### src/rtl/fifo_ctl_dpram.sv
// fifo_ctl_dpram: single-clock FIFO controller in front of a dual-port RAM
// that has a registered read output. Port 0 of the RAM writes and port 1
// reads. The RAM read path takes 2 cycles, so a 3-entry output buffer is
// kept full by issuing reads ahead of time. This lets the FIFO sustain one
// word per cycle.
//
// Handshakes: a word moves on a side only in a cycle where both valid and
// ready are high at the clock edge. Ready never depends on the valid of the
// same side. wr_rdy is a function of registered state only. rd_vld
// and rd_dat come straight from the output buffer registers.
module fifo_ctl_dpram #(
  parameter int ADDRBIT   = 6,
  parameter int DEPTH     = 48,
  parameter int WIDTH     = 80,
  parameter int AFULL_LVL = 40
) (
  input  logic               clk,
  input  logic               rst_,
  input  logic               wr_vld,
  input  logic [WIDTH-1:0]   wr_dat,
  output logic               wr_rdy,
  output logic               rd_vld,
  output logic [WIDTH-1:0]   rd_dat,
  input  logic               rd_rdy,
  output logic [ADDRBIT:0]   count,
  output logic               afull,
  output logic               ovf,
  input  logic               clr_ovf,
  output logic [ADDRBIT-1:0] ram_wa,
  output logic               ram_we,
  output logic [WIDTH-1:0]   ram_di,
  output logic [ADDRBIT-1:0] ram_ra,
  output logic               ram_re,
  input  logic [WIDTH-1:0]   ram_do
);

  localparam int CW = ADDRBIT + 1;
  localparam logic [ADDRBIT-1:0] LAST_ADDR = ADDRBIT'(DEPTH - 1);
  localparam logic [CW-1:0]      FULL_CNT  = CW'(DEPTH);
  localparam logic [CW-1:0]      AFULL_CNT = CW'(AFULL_LVL);

  // Words sitting in the RAM array that have not been read yet.
  logic [ADDRBIT-1:0] wptr;
  logic [ADDRBIT-1:0] rptr;
  logic [CW-1:0]      ram_cnt;
  logic [CW-1:0]      ram_cnt_nxt;

  // inflight[0]: read issued last cycle. inflight[1]: its data is on ram_do now.
  logic [1:0]         inflight;
  logic [1:0]         infl_cnt;

  // Output buffer. Entry 0 is the head, and entries shift down on a pop.
  logic [WIDTH-1:0]   obuf     [3];
  logic [WIDTH-1:0]   obuf_nxt [3];
  logic [1:0]         obuf_cnt;
  logic [1:0]         obuf_cnt_nxt;
  logic [1:0]         cap_slot;

  logic               wr_acc;
  logic               rd_iss;
  logic               pop;
  logic               cap;
  logic [2:0]         credit;
  logic [CW-1:0]      count_nxt;
  logic               afull_q;
  logic               ovf_q;

  assign infl_cnt = {1'b0, inflight[0]} + {1'b0, inflight[1]};

  assign wr_rdy = (ram_cnt != FULL_CNT);
  assign wr_acc = wr_vld & wr_rdy;
  assign rd_vld = (obuf_cnt != 2'd0);
  assign pop    = rd_vld & rd_rdy;
  assign cap    = inflight[1];

  // A read may issue only when the buffer still has room for every word
  // already committed to it, counting the word that leaves this cycle.
  assign credit = {1'b0, obuf_cnt} + {1'b0, infl_cnt} - {2'b00, pop};
  assign rd_iss = (ram_cnt != '0) && (credit < 3'd3);

  assign ram_we = wr_acc;
  assign ram_wa = wptr;
  assign ram_di = wr_dat;
  assign ram_re = rd_iss;
  assign ram_ra = rptr;

  assign ram_cnt_nxt  = ram_cnt + CW'(wr_acc) - CW'(rd_iss);
  assign obuf_cnt_nxt = obuf_cnt + {1'b0, cap} - {1'b0, pop};
  assign cap_slot     = obuf_cnt - {1'b0, pop};

  assign count     = ram_cnt + CW'(infl_cnt) + CW'(obuf_cnt);
  assign count_nxt = ram_cnt_nxt + CW'(inflight[0]) + CW'(rd_iss) + CW'(obuf_cnt_nxt);

  assign rd_dat = obuf[0];
  assign afull  = afull_q;
  assign ovf    = ovf_q;

  // Next contents of the output buffer: shift on pop, then land the returning word.
  always_comb begin
    obuf_nxt[0] = obuf[0];
    obuf_nxt[1] = obuf[1];
    obuf_nxt[2] = obuf[2];
    if (pop) begin
      obuf_nxt[0] = obuf[1];
      obuf_nxt[1] = obuf[2];
    end
    if (cap) begin
      case (cap_slot)
        2'd0:    obuf_nxt[0] = ram_do;
        2'd1:    obuf_nxt[1] = ram_do;
        default: obuf_nxt[2] = ram_do;
      endcase
    end
  end

  // Pointers, RAM occupancy, read-latency pipe and buffer fill level.
  always_ff @(posedge clk or negedge rst_) begin
    if (!rst_) begin
      wptr     <= '0;
      rptr     <= '0;
      ram_cnt  <= '0;
      inflight <= 2'b00;
      obuf_cnt <= 2'd0;
    end else begin
      if (wr_acc) wptr <= (wptr == LAST_ADDR) ? '0 : wptr + 1'b1;
      if (rd_iss) rptr <= (rptr == LAST_ADDR) ? '0 : rptr + 1'b1;
      ram_cnt  <= ram_cnt_nxt;
      inflight <= {inflight[0], rd_iss};
      obuf_cnt <= obuf_cnt_nxt;
    end
  end

  // Output buffer data registers.
  always_ff @(posedge clk or negedge rst_) begin
    if (!rst_) begin
      for (int i = 0; i < 3; i++) obuf[i] <= '0;
    end else begin
      for (int i = 0; i < 3; i++) obuf[i] <= obuf_nxt[i];
    end
  end

  // Almost-full follows the next occupancy. Overflow is sticky, and a new overflow beats a clear.
  always_ff @(posedge clk or negedge rst_) begin
    if (!rst_) begin
      afull_q <= 1'b0;
      ovf_q   <= 1'b0;
    end else begin
      afull_q <= (count_nxt >= AFULL_CNT);
      ovf_q   <= (wr_vld & ~wr_rdy) | (ovf_q & ~clr_ovf);
    end
  end

endmodule

### config.mk
export PLATFORM = sky130hd
export DESIGN_NAME = fifo_ctl_dpram
export DESIGN_NICKNAME = d
export VERILOG_FILES = /design/src/rtl/fifo_ctl_dpram.sv
export SDC_FILE = /design/constraint.sdc
export NUM_CORES = 1
export LEC_CHECK = 0
export ABC_AREA = 1
export BUFFER_PORTS_ARGS = -buffer_cell sky130_fd_sc_hd__buf_2
export CORE_ASPECT_RATIO = 1.75
export CORE_MARGIN = 1.5
export CORE_UTILIZATION = 40
export CTS_BUF_LIST = sky130_fd_sc_hd__clkbuf_8 sky130_fd_sc_hd__clkbuf_16
export CTS_CLUSTER_SIZE = 16
export DETAILED_ROUTE_END_ITERATION = 10
export PLACE_DENSITY_LB_ADDON = 0.25
export SYNTH_ARGS = -nofsm -noshare
export SYNTH_HDL_FRONTEND = slang
export SYNTH_SLANG_ARGS = --single-unit
### constraint.sdc
create_clock -name clk -period 4.9 [get_ports clk]
set_clock_uncertainty 0.1 [all_clocks]
set_input_delay 0.98 -clock clk [delete_from_list [all_inputs] [get_ports clk]]
set_output_delay 0.98 -clock clk [all_outputs]
set_load 0.005 [all_outputs]
Yosys cells after proc, flatten, opt, wreduce, memory -nomap -nowiden --
Index checks and enable logic that the tools add are counted.
Word-level totals: bits in registers 265, latch bits 0, memory bits (writable) 0, bits in read-only memories 0, input port bits 165, output and inout port bits 185, word-level logic and storage cells 52, memories 0
Cells by class: add/subtract/negate cells 15, multipliers 0, divide/modulo/power cells 0, order comparisons 2, equality and inequality tests 4, shift-type cells 0, muxes and demuxes 7, bitwise gates (word level) 8, reductions and logical operators 6
Operators by type and width (number):
- $mux 240 | 1
- $mux 80 | 3
- $mux 160 | 1
- $add 7x1->7 | 3
- $add 7x2->7 | 3
- $add 6x1->6 const B | 2
- $eq 6x6->1 const B | 2
- $mux 6 | 2
- $ge 7x6->1 const B | 1
- $ne 7x6->1 const B | 1
- $reduce_bool 7->1 | 1
- $sub 7x1->7 | 1
- $and 1x1->1 | 4
- $sub 2x1->2 | 2
- $add 2x2->3 | 1
- $lt 3x2->1 const B | 1
- $not 1->1 | 3
- $sub 3x1->3 | 1
- $add 1x1->2 | 1
- $add 2x1->2 | 1
- $eq 2x1->1 const B | 1
- $logic_not 2->1 | 1
- $reduce_and 2->1 | 1
- $reduce_bool 2->1 | 1
- 3 further kinds | 3

Logic depth before layout (Yosys ltp) --
word-level depth 10, depth in mapped cells 29, mapped depth without buffers 29

Least setup slack after synthesis --
Ideal clock, no wire load.
kind input -> register, from in rd_rdy, to reg afull_q, in the netlist afull, data arrival time 4.841 ns, required time 4.683 ns, slack -0.158 ns, stages on the path 24, buffers on the path 0, cell sequence nand2_4 -> inv_4 -> nand2_2 -> nand2_1 -> ha_1 -> inv_1 -> fa_1 -> xnor2_1 -> a21oi_1 -> o21ai_1 -> inv_1 -> ha_1 -> inv_1 -> ha_1 -> fa_1 -> ha_1 -> inv_1 -> fa_1 -> o21ai_0 -> nand2_1 -> nor2_1 -> nand3_1 -> nand2_1 -> nand2_1
On the way: longest elaborated chain between the ends 9, elaborated cells between the ends (all ways) 10
RTL lines:
- from (decl) | line 24 | input logic rd_rdy,
- $and 1x1->1 | line 73 | assign pop = rd_vld & rd_rdy;
- $sub 3x1->3 | line 78 | assign credit = {1'b0, obuf_cnt} + {1'b0, infl_cnt} - {2'b00, pop};
- $lt 3x2->1 | line 79 | assign rd_iss = (ram_cnt != '0) && (credit < 3'd3);
- $logic_and 1x1->1 | line 79
- named net ram_re | line 33 | output logic ram_re,
- $sub 7x1->7 | line 87 | assign ram_cnt_nxt = ram_cnt + CW'(wr_acc) - CW'(rd_iss);
- named net ram_cnt_nxt[1] | line 46 | logic [CW-1:0] ram_cnt_nxt;
- $add 7x1->7 (2 in a row) | line 92 | assign count_nxt = ram_cnt_nxt + CW'(inflight[0]) + CW'(rd_iss) + CW'(obuf_cnt_nxt);
- $add 7x2->7 | line 92
- $ge 7x6->1 | line 148 | afull_q <= (count_nxt >= AFULL_CNT);
- to (signal assigned) | line 148
- to (decl) | line 65 | logic afull_q;
The timed path passes the listed nets, and every way through them passes these cells. A chain may end at the register's enable or synchronous reset.

Final worst setup path --
from reg obuf_cnt[1], to reg afull_q, in the netlist afull
On the way: longest elaborated chain between the ends 10, elaborated cells between the ends (all ways) 13
RTL lines:
- from (decl) | line 55 | logic [1:0] obuf_cnt;
- from (signal assigned) | line 129 | obuf_cnt <= obuf_cnt_nxt;
- parallel branches: the longest is 2 deep, another holds $add 2x2->3
- $sub 3x1->3 (*) | line 78
- $lt 3x2->1 (*) | line 79
- $logic_and 1x1->1 (*) | line 79
- $sub 7x1->7 (*) | line 87
- named net ram_cnt_nxt[1] | line 46
- $add 7x1->7 (*) (2 in a row) | line 92
- $add 7x2->7 (*) | line 92
- $ge 7x6->1 (*) | line 148
Mark *: on every way through the listed nets, which the timed path passes.

==> out/results.ini <==
[logic_synthesis]
synth_compound_area_share_pct=14.4
synth_cells=1517
synthXorXnorAreaFrac_pct=0.940
synth-adder-area-share_pct=3.28
yosys.area.top_type_share_pct=50.8
ys_types=26
synth.avg_cell_area_um2=8.60
yosysTopAreaCell=dfrtp_1
synth_area_leaders=dfrtp_1 51%, buf_4 9.3%, nand2_1 8.6%, o21ai_0 6.5%, nor2_1 4.9%
synth_simple_gate_area_share_pct=15.1
synth_top_family_by_area=buffers and inverters
syn_area_um2=13100
ys_ff_latch=265
synth.area.mux_share_pct=0
syn_nets=1712
seq_area_frac_synth_pct=50.8
yosysWarnings=0

[setup_path]
crit_slowest_cell=fa_1
crit_buf_inv=6
critical_path_class=register to register
endpoint_kind=register
worstSetupStartpointType=register
cp_data_required_time_ns=5.23
crit_fanout=4
cp.arrival_ns=4.89
slowest_delay_ns=0.49
regToRegSetupSlack_ns=0.34
crit_family=adder cells
crit_top_cell=nand2_1

[global_route]
grt_pass1_wl_um=51800
antenna_found_initial=2
grt_pass1_vias=10000
overflow=0
grt_max_degree=114
track_usage_pct=18.7

[power_and_ir_drop]
ir_drop_mv=0.401
power_leakage_nw=7.07
p_per_area_nw_per_um2=794
total_power_w=0.0112

[route]
routed_via_density=5.10
route.detailed.drc=17
firstDrtPassIters=7
drt_iter0_drc=556
postRouteWirelength_um=31300
wire_per_inst_um=16.2
via_count=9846
final_antenna_net_count=0

[timing]
finalMaxSlewViolations=0
rsz0062_at_grt=no
fmax_mhz=219
finalHoldViolations=0
finalSetupViolations=0
worst_slew_pin_slew_ns=1.05
setup_ws_ns=0.339
slew_headroom_pct=29.8
period_share_pct=93.1
min_period_ns=4.56

[clocking]
cts_made_buffers=27
post-cts-setup-buffers=0
clock_latency_ns=0.55
numClockSinks=265
clockRootBuffer=clkbuf_16
clk_path_buf_depth=3
cts_tree=yes
clk_pin_slew_ns=0.07
htreeDepth=1

[die]
fp-row-count=87
io_pins=350
initial_core_util_pct=40.5
core_um2=32200
die_area_um2=33800
die_w_um=140
dieHeight_um=242

[final_layout]
n_antenna_cell=0
nets=1706
final_util_pct=43.9
layout_common_cells=300 x nand2_1, 264 x dfrtp_1, 188 x buf_2
n_fill_cell=3197
multi_input_area_um2=4450
drive_gt1_share_pct=17.6
synthToLayoutAreaGrowth_pct=8.29
layout_commonest_cell=nand2_1
regArea_um2=6630

[place]
dpl_worst_slack_ns=-0.147
io_buffers=189
globalplace.congestion=0.819
dpl.hpwl_um=19700

[run]
max_cap_viol_count=0

[run_status]
status=finished, violations left
violations=DRC

[min_path]
hold_path_class=register to register

-- area by class of cell --
type	instances	area share, %
clock inverter	18	1.36
inverter	120	3.20
timing repair buffer	210	8.23
sequential	265	46.9
tap	400	3.54
clock buffer	32	5.27
multi-input combinational	887	31.5
-- through the flow --
| step | instance area, µm² | hold WS (ns) | instances | TNS (ns) |
|---|---|---|---|---|
| after global placement | 13200 | 0.303 | 1882 | -0.0593 |
| final | 14100 | 0.318 | 1932 | 0 |
| after CTS | 14100 | 0.313 | 1932 | 0 |
| after detailed placement | 13200 | 0.304 | 1882 | -0.147 |
| after global routing | 14100 | 0.334 | 1932 | 0 |
| after floorplan | 13100 | 0.286 | 1517 | 0 |
-- state kept, by name, summed over array words and instances (netlist names) --
name / flops
rd_dat: 80
obuf_cnt: 2
ram_cnt: 7
inflight: 2
ovf: 1
afull: 1
obuf: 160
ram_ra: 6
ram_wa: 6
-- cells in the mapped netlist --
cell type and number:
a31oi_1 80, fa_1 7, inv_1 118, or2_2 2
xor2_1 9, nor2_1 172, nor3_1 2, nand3_1 25
buf_4 161, a21oi_1 4, dfrtp_1 265, nand2_1 300
o21ai_0 169, o21ai_1 1, nand3_2 1, o22ai_1 80
nand2_4 1, inv_4 1, ha_1 23, nand2_2 2
nand4_1 3, clkbuf_1 51, xnor2_1 5, buf_2 33
inv_2 1, o21a_1 1
-- per-layer routing --
metal	wire (µm)	GRT usage (%)
met5	27	1.32
met4	756	6.19
met3	2060	3.91
met2	15600	32.0
met1	12900	23.4
-- cell families (layout without fill, tap and decap cells) --
family | Yosys count | after routing
simple gates | 508 | 508
buf+inv | 365 | 380
flops | 265 | 265
fa+ha+maj | 30 | 30
compound gates | 335 | 335
xor+xnor | 14 | 14
-- power by group --
part / total [W] / leakage [nW] / switching [W] / internal, W
Combinational: 0.00511 / 3.35 / 0.00302 / 0.00209
Clock: 0.00218 / 0.486 / 0.000892 / 0.00129
Sequential: 0.00393 / 3.23 / 0.000612 / 0.00332
Total: 0.0112 / 7.07 / 0.00453 / 0.00670
-- path summary, 6_finish.rpt --
kind,startpoint,to,cells after the start
worst max-delay path,obuf_cnt[1],afull,28
min in group asynchronous,rst_,ram_ra[2],1
worst max register to register,obuf_cnt[1],afull,28
worst min-delay path,inflight[0],inflight[1],0
max in group asynchronous,rst_,obuf[0],2
worst min register to register,inflight[0],inflight[1],0
-- what timing repair did --
| item | in CTS | in global routing |
|---|---|---|
| hold buffers | 0 | 0 |
| endpoints found under the setup margin | 0 | 1 |
| gates resized for setup | 0 | 2 |
No activity file was read; power rests on OpenSTA's default activity.
